## src/rtl/ysyx_23060332_lsu.sv

```systemverilog
// rtl/ysyx_23060332_lsu.sv - single-request load/store unit between EXU, data memory and WBU
// Optional feature macro: LSU_MISALIGN_ERR_EN (trap misaligned / illegal-size requests)
module ysyx_23060332_lsu #(
  parameter int MEM_LATENCY = 1,
  parameter int ADDR_W      = 32,
  parameter int DATA_W      = 32
) (
  input  logic              clk,
  input  logic              rst_n,
  input  logic              req_valid,
  output logic              req_ready,
  input  logic              req_wen,
  input  logic [ADDR_W-1:0] req_addr,
  input  logic [DATA_W-1:0] req_wdata,
  input  logic [1:0]        req_size,
  input  logic              req_unsigned,
  output logic              mem_valid,
  output logic              mem_ren,
  output logic [ADDR_W-1:0] mem_raddr,
  output logic              mem_wen,
  output logic [ADDR_W-1:0] mem_waddr,
  output logic [DATA_W-1:0] mem_wdata,
  output logic [7:0]        mem_wmask,
  input  logic [DATA_W-1:0] mem_rdata,
  output logic              rsp_valid,
  input  logic              rsp_ready,
  output logic [DATA_W-1:0] rsp_rdata,
  output logic              rsp_err
);

  typedef enum logic [1:0] {IDLE, ACCESS, RESP} state_e;

  state_e            state_q, state_d;
  logic [3:0]        cnt_q, cnt_d;
  logic              wen_q, wen_d;
  logic [ADDR_W-1:0] addr_q, addr_d;
  logic [DATA_W-1:0] wdata_q, wdata_d;
  logic [1:0]        size_q, size_d;
  logic              uns_q, uns_d;
  logic [DATA_W-1:0] rdata_q, rdata_d;
  logic              err_q, err_d;

  logic              trap;
  logic              in_access;
  logic              in_resp;
  logic [1:0]        off;
  logic [3:0]        base_mask;
  logic [3:0]        lane_mask;
  logic [DATA_W-1:0] wdata_shift;
  logic [DATA_W-1:0] rdata_shift;
  logic [DATA_W-1:0] load_ext;

`ifdef LSU_MISALIGN_ERR_EN
  assign trap = (req_size == 2'b11) ||
                (req_size == 2'b01 && req_addr[0]) ||
                (req_size == 2'b10 && req_addr[1:0] != 2'b00);
`else
  assign trap = 1'b0;
`endif

  assign in_access = (state_q == ACCESS);
  assign in_resp   = (state_q == RESP);
  assign off       = addr_q[1:0];

  // Size 11 only reaches ACCESS when trapping is disabled, where it acts as a word.
  always_comb begin
    base_mask = 4'b1111;
    case (size_q)
      2'b00:   base_mask = 4'b0001;
      2'b01:   base_mask = 4'b0011;
      default: base_mask = 4'b1111;
    endcase
  end

  // Lanes shifted past byte 3 fall off, truncating a boundary-crossing access.
  assign lane_mask   = base_mask << off;
  assign wdata_shift = wdata_q << {off, 3'b000};
  assign rdata_shift = mem_rdata >> {off, 3'b000};

  always_comb begin
    load_ext = rdata_shift;
    case (size_q)
      2'b00:   load_ext = {{(DATA_W-8){~uns_q & rdata_shift[7]}}, rdata_shift[7:0]};
      2'b01:   load_ext = {{(DATA_W-16){~uns_q & rdata_shift[15]}}, rdata_shift[15:0]};
      default: load_ext = rdata_shift;
    endcase
  end

  always_comb begin
    state_d = state_q;
    cnt_d   = cnt_q;
    wen_d   = wen_q;
    addr_d  = addr_q;
    wdata_d = wdata_q;
    size_d  = size_q;
    uns_d   = uns_q;
    rdata_d = rdata_q;
    err_d   = err_q;
    case (state_q)
      IDLE: begin
        if (req_valid) begin
          wen_d   = req_wen;
          addr_d  = req_addr;
          wdata_d = req_wdata;
          size_d  = req_size;
          uns_d   = req_unsigned;
          if (trap) begin
            state_d = RESP;
            err_d   = 1'b1;
            rdata_d = '0;
          end else begin
            state_d = ACCESS;
            cnt_d   = 4'(MEM_LATENCY - 1);
            err_d   = 1'b0;
          end
        end
      end
      ACCESS: begin
        if (cnt_q == 4'd0) begin
          rdata_d = wen_q ? '0 : load_ext;
          err_d   = 1'b0;
          state_d = RESP;
        end else begin
          cnt_d = cnt_q - 4'd1;
        end
      end
      RESP: begin
        if (rsp_ready) state_d = IDLE;
      end
      default: state_d = IDLE;
    endcase
  end

  always_ff @(posedge clk or negedge rst_n) begin
    if (!rst_n) begin
      state_q <= IDLE;
      cnt_q   <= '0;
      wen_q   <= 1'b0;
      addr_q  <= '0;
      wdata_q <= '0;
      size_q  <= '0;
      uns_q   <= 1'b0;
      rdata_q <= '0;
      err_q   <= 1'b0;
    end else begin
      state_q <= state_d;
      cnt_q   <= cnt_d;
      wen_q   <= wen_d;
      addr_q  <= addr_d;
      wdata_q <= wdata_d;
      size_q  <= size_d;
      uns_q   <= uns_d;
      rdata_q <= rdata_d;
      err_q   <= err_d;
    end
  end

  // The write strobe fires only on the last held cycle so a store lands once.
  assign req_ready = (state_q == IDLE);
  assign mem_valid = in_access;
  assign mem_ren   = in_access & ~wen_q;
  assign mem_wen   = in_access & wen_q & (cnt_q == 4'd0);
  assign mem_raddr = in_access ? {addr_q[ADDR_W-1:2], 2'b00} : '0;
  assign mem_waddr = in_access ? {addr_q[ADDR_W-1:2], 2'b00} : '0;
  assign mem_wdata = in_access ? wdata_shift : '0;
  assign mem_wmask = in_access ? {4'b0000, lane_mask} : 8'h00;
  assign rsp_valid = in_resp;
  assign rsp_rdata = in_resp ? rdata_q : '0;
  assign rsp_err   = in_resp & err_q;

endmodule

```

## config.mk

```make
export PLATFORM = sky130hd
export DESIGN_NAME = ysyx_23060332_lsu
export DESIGN_NICKNAME = d
export VERILOG_FILES = /design/src/rtl/ysyx_23060332_lsu.sv
export SDC_FILE = /design/constraint.sdc
export NUM_CORES = 1
export LEC_CHECK = 0
export CAP_MARGIN = 0
export CORE_ASPECT_RATIO = 1.25
export CORE_UTILIZATION = 47
export DETAILED_ROUTE_END_ITERATION = 10
export HOLD_SLACK_MARGIN = 0.03
export PLACE_DENSITY = 0.95
export SKIP_CTS_REPAIR_TIMING = 1
export SYNTH_ARGS = -nofsm -noshare
export SYNTH_HDL_FRONTEND = slang
export SYNTH_SLANG_ARGS = --single-unit
```

## constraint.sdc

```tcl
create_clock -name clk -period 3.8 [get_ports clk]
set_input_delay 0.38 -clock clk [delete_from_list [all_inputs] [get_ports clk]]
set_output_delay 0.38 -clock clk [all_outputs]
set_load 0.05 [all_outputs]
```

==> flow_summary_export.csv <==
group,metric,value,unit
finish,fin_area,0.00843,mm2
run,drv_cap,0,
worst_hold_path,hold_depth,2,
global_routing,grt_pass1_wl,27.0,mm
routing,viasPerCell,5.19,
cts,clockBufferDepth,2,
timing,setup_viol_count_final,0,
logic_synthesis,syn_area,0.00594,mm2
timing,rsz0062_at_grt,"no",
floorplanning,die_height,128,um
finish,syn_to_final_growth,41.8,%
logic_synthesis,ys_warn_count,0,
timing,fin_skew,8.82,ps
setup_path,path_max_fanout,21,
logic_synthesis,synth-edff-count,0,
routing,wl_per_cell,16.7,um
routing,drtIter0Drc,277,
finish,layout_common_cells,"235 x clkdlybuf4s50_1, 213 x nand2_1, 104 x dfrtp_1",
cts,clk_pin_slew_worst_paths,70,ps
place,dp_hpwl,12.8,mm
timing,fmax,296,MHz
global_routing,grt_max_degree,57,
routing,wl,17.3,mm
global_routing,grt_pass1_vias,5351,
cts,htreeDepth,3,
routing,route.antenna.remaining_nets,0,
timing,min_period,3380,ps
cts,clock_sinks,106,
finish,layout_commonest_cell,"clkdlybuf4s50_1",
logic_synthesis,synth.avg_cell_area,8.69,um2
routing,drc_errors,0,
timing,timing.final.ws_setup,425,ps
logic_synthesis,synthDistinctLibCells,42,
finish,drive_above_1_share,0.0722,
setup_path,critPathArrivalTime,3000,ps
place,port_buffers,236,
setup_path,cp-start-kind,"flip-flop",
setup_path,r2r_cells,7,
pwr,p_leak,3.78,nW
routing,num_vias,5383,
setup_path,worstPathRequired,3420,ps
pwr,power_density,894,mW/mm2
logic_synthesis,synth-async-reset-ratio,1.00,
logic_synthesis,ys_ff_latch,106,
floorplanning,rows,45,
routing,first_pass_iters,5,
place,place_area,0.00814,mm2
setup_path,end_kind,"output pin",
place,gp_congestion,0.851,
floorplanning,core,0.0122,mm2
floorplanning,die_w,103,um
setup_path,worstSetupPathType,"flip-flop to output pin",
cts,clk_latency,340,ps
pwr,ir_worst_vdd,0.000547,V
global_routing,antenna_found_initial,1,
run_status,status,"completed",
floorplanning,die-area,0.0131,mm2
timing,relSlewSlack,0.278,
setup_path,crit_start,"state_q[1]",
timing,setup_tns,0,ps
floorplanning,initial_core_util,0.487,
timing,tightest_slew,1080,ps
logic_synthesis,yosysSeqAreaShare,0.446,
place,dpl_worst_slack,832,ps
logic_synthesis,synthFlopType,"dfrtp_1",
global_routing,grt_overflow_total,0,
worst_hold_path,hold_class,"flip-flop to flip-flop",
cts,cts_tree,"yes",
cts,cts_buffers,9,
setup_path,r2r_end,"rdata_q[7]",
timing,post-route-period-util,0.888,
logic_synthesis,synthCells,684,
cts,cts_root_buf,"clkbuf_16",
finish,finalNetCount,972,
setup_path,r2r_slack,970,ps
timing,drv_slew,0,
timing,final-hold-violation-count,0,
floorplanning,io_pins,246,
worst_hold_path,hold_end,"addr_q[23]",
setup_path,reg2reg_from,"state_q[1]",
worst_hold_path,holdCritStartpoint,"addr_q[23]",
global_routing,grt_usage,0.269,
Yosys cell counts, drive strengths merged, types with 4 or more instances:
cell | number | area (um2)
dfrtp | 106 | 2650
a22o | 16 | 140
o21ai | 13 | 65.1
a221o | 16 | 179
mux2i | 25 | 250
nor2 | 34 | 128
and2 | 71 | 444
nand2 | 214 | 803
mux2 | 8 | 90.1
inv | 5 | 18.8
a211oi | 23 | 173
nor2b | 17 | 106
nand3 | 4 | 25.0
clkbuf | 30 | 113
o31ai | 7 | 52.6
buf | 55 | 385
a21oi | 9 | 45.0
a21boi | 7 | 52.6
registers in the layout (all words and copies together), names as in the netlist:
signal / flops
size_q: 2
uns_q: 1
wdata_q: 32
rdata_q: 32
cnt_q: 4
wen_q: 1
state_q: 2
addr_q: 32
power breakdown:
part	total [mW]	leakage (nW)	internal (mW)	switching, mW
registers	2.05	1.34	1.62	0.433
logic	4.60	2.31	1.62	2.98
clock network	0.886	0.134	0.463	0.423
total	7.54	3.78	3.70	3.84
how the worst max path moves through the flow:
| stage | end | slack (ps) |
|---|---|---|
| after CTS | mem_wdata[0] | 440 |
| after global routing | mem_wdata[4] | 250 |
| after floorplan | mem_wmask[2] | 1010 |
| after detailed placement | mem_wdata[0] | 830 |
| after global placement | mem_wdata[2] | 940 |
| final | mem_wdata[2] | 420 |
cell type report:
class	instances	area, um2
fill	953	3790
multi-input combinational	495	2810
sequential	106	2660
timing repair buffer	249	2460
clock buffer	10	239
tap	164	205
clock inverter	6	42.5
inverter	6	22.5
antenna	1	2.50
kinds of logic after synthesis:
family / share of synthesized area
AOI/OAI and AO/OA: 0.126
xor gates and xnor gates: 0.00295
adders and majority gates: 0.00210
buffers and inverters: 0.0876
DFF: 0.446
muxes: 0.0610
other: 0.000631
and+or+nand+nor: 0.273
per-layer routing:
layer	track usage	routed length (um)	up-vias
met5	0	0	-
met4	0.106	528	0
met3	0.0698	1340	37
met2	0.461	8990	231
met1	0.317	6480	2540
li1	-	-	2575
critical path: stages, from the launching register on:
cell	delay (ps)
dfrtp_1	390
nand2b_2	410
inv_2	140
nand2_1	240
nor2_1	470
and2_1	200
clkdlybuf4s50_1	800
through the flow:
step                      instances  hold WS [ps]  power, mW   util
after CTS                      1035         -41.9       7.56  0.689
after global placement         1019           331       6.54  0.666
after floorplan                 692          84.4       5.35      -
after detailed placement       1019           334       6.66  0.666
final                          1037           468       7.54  0.690
after global routing           1037           485       7.98  0.690
No activity file was read; power rests on OpenSTA's default activity.
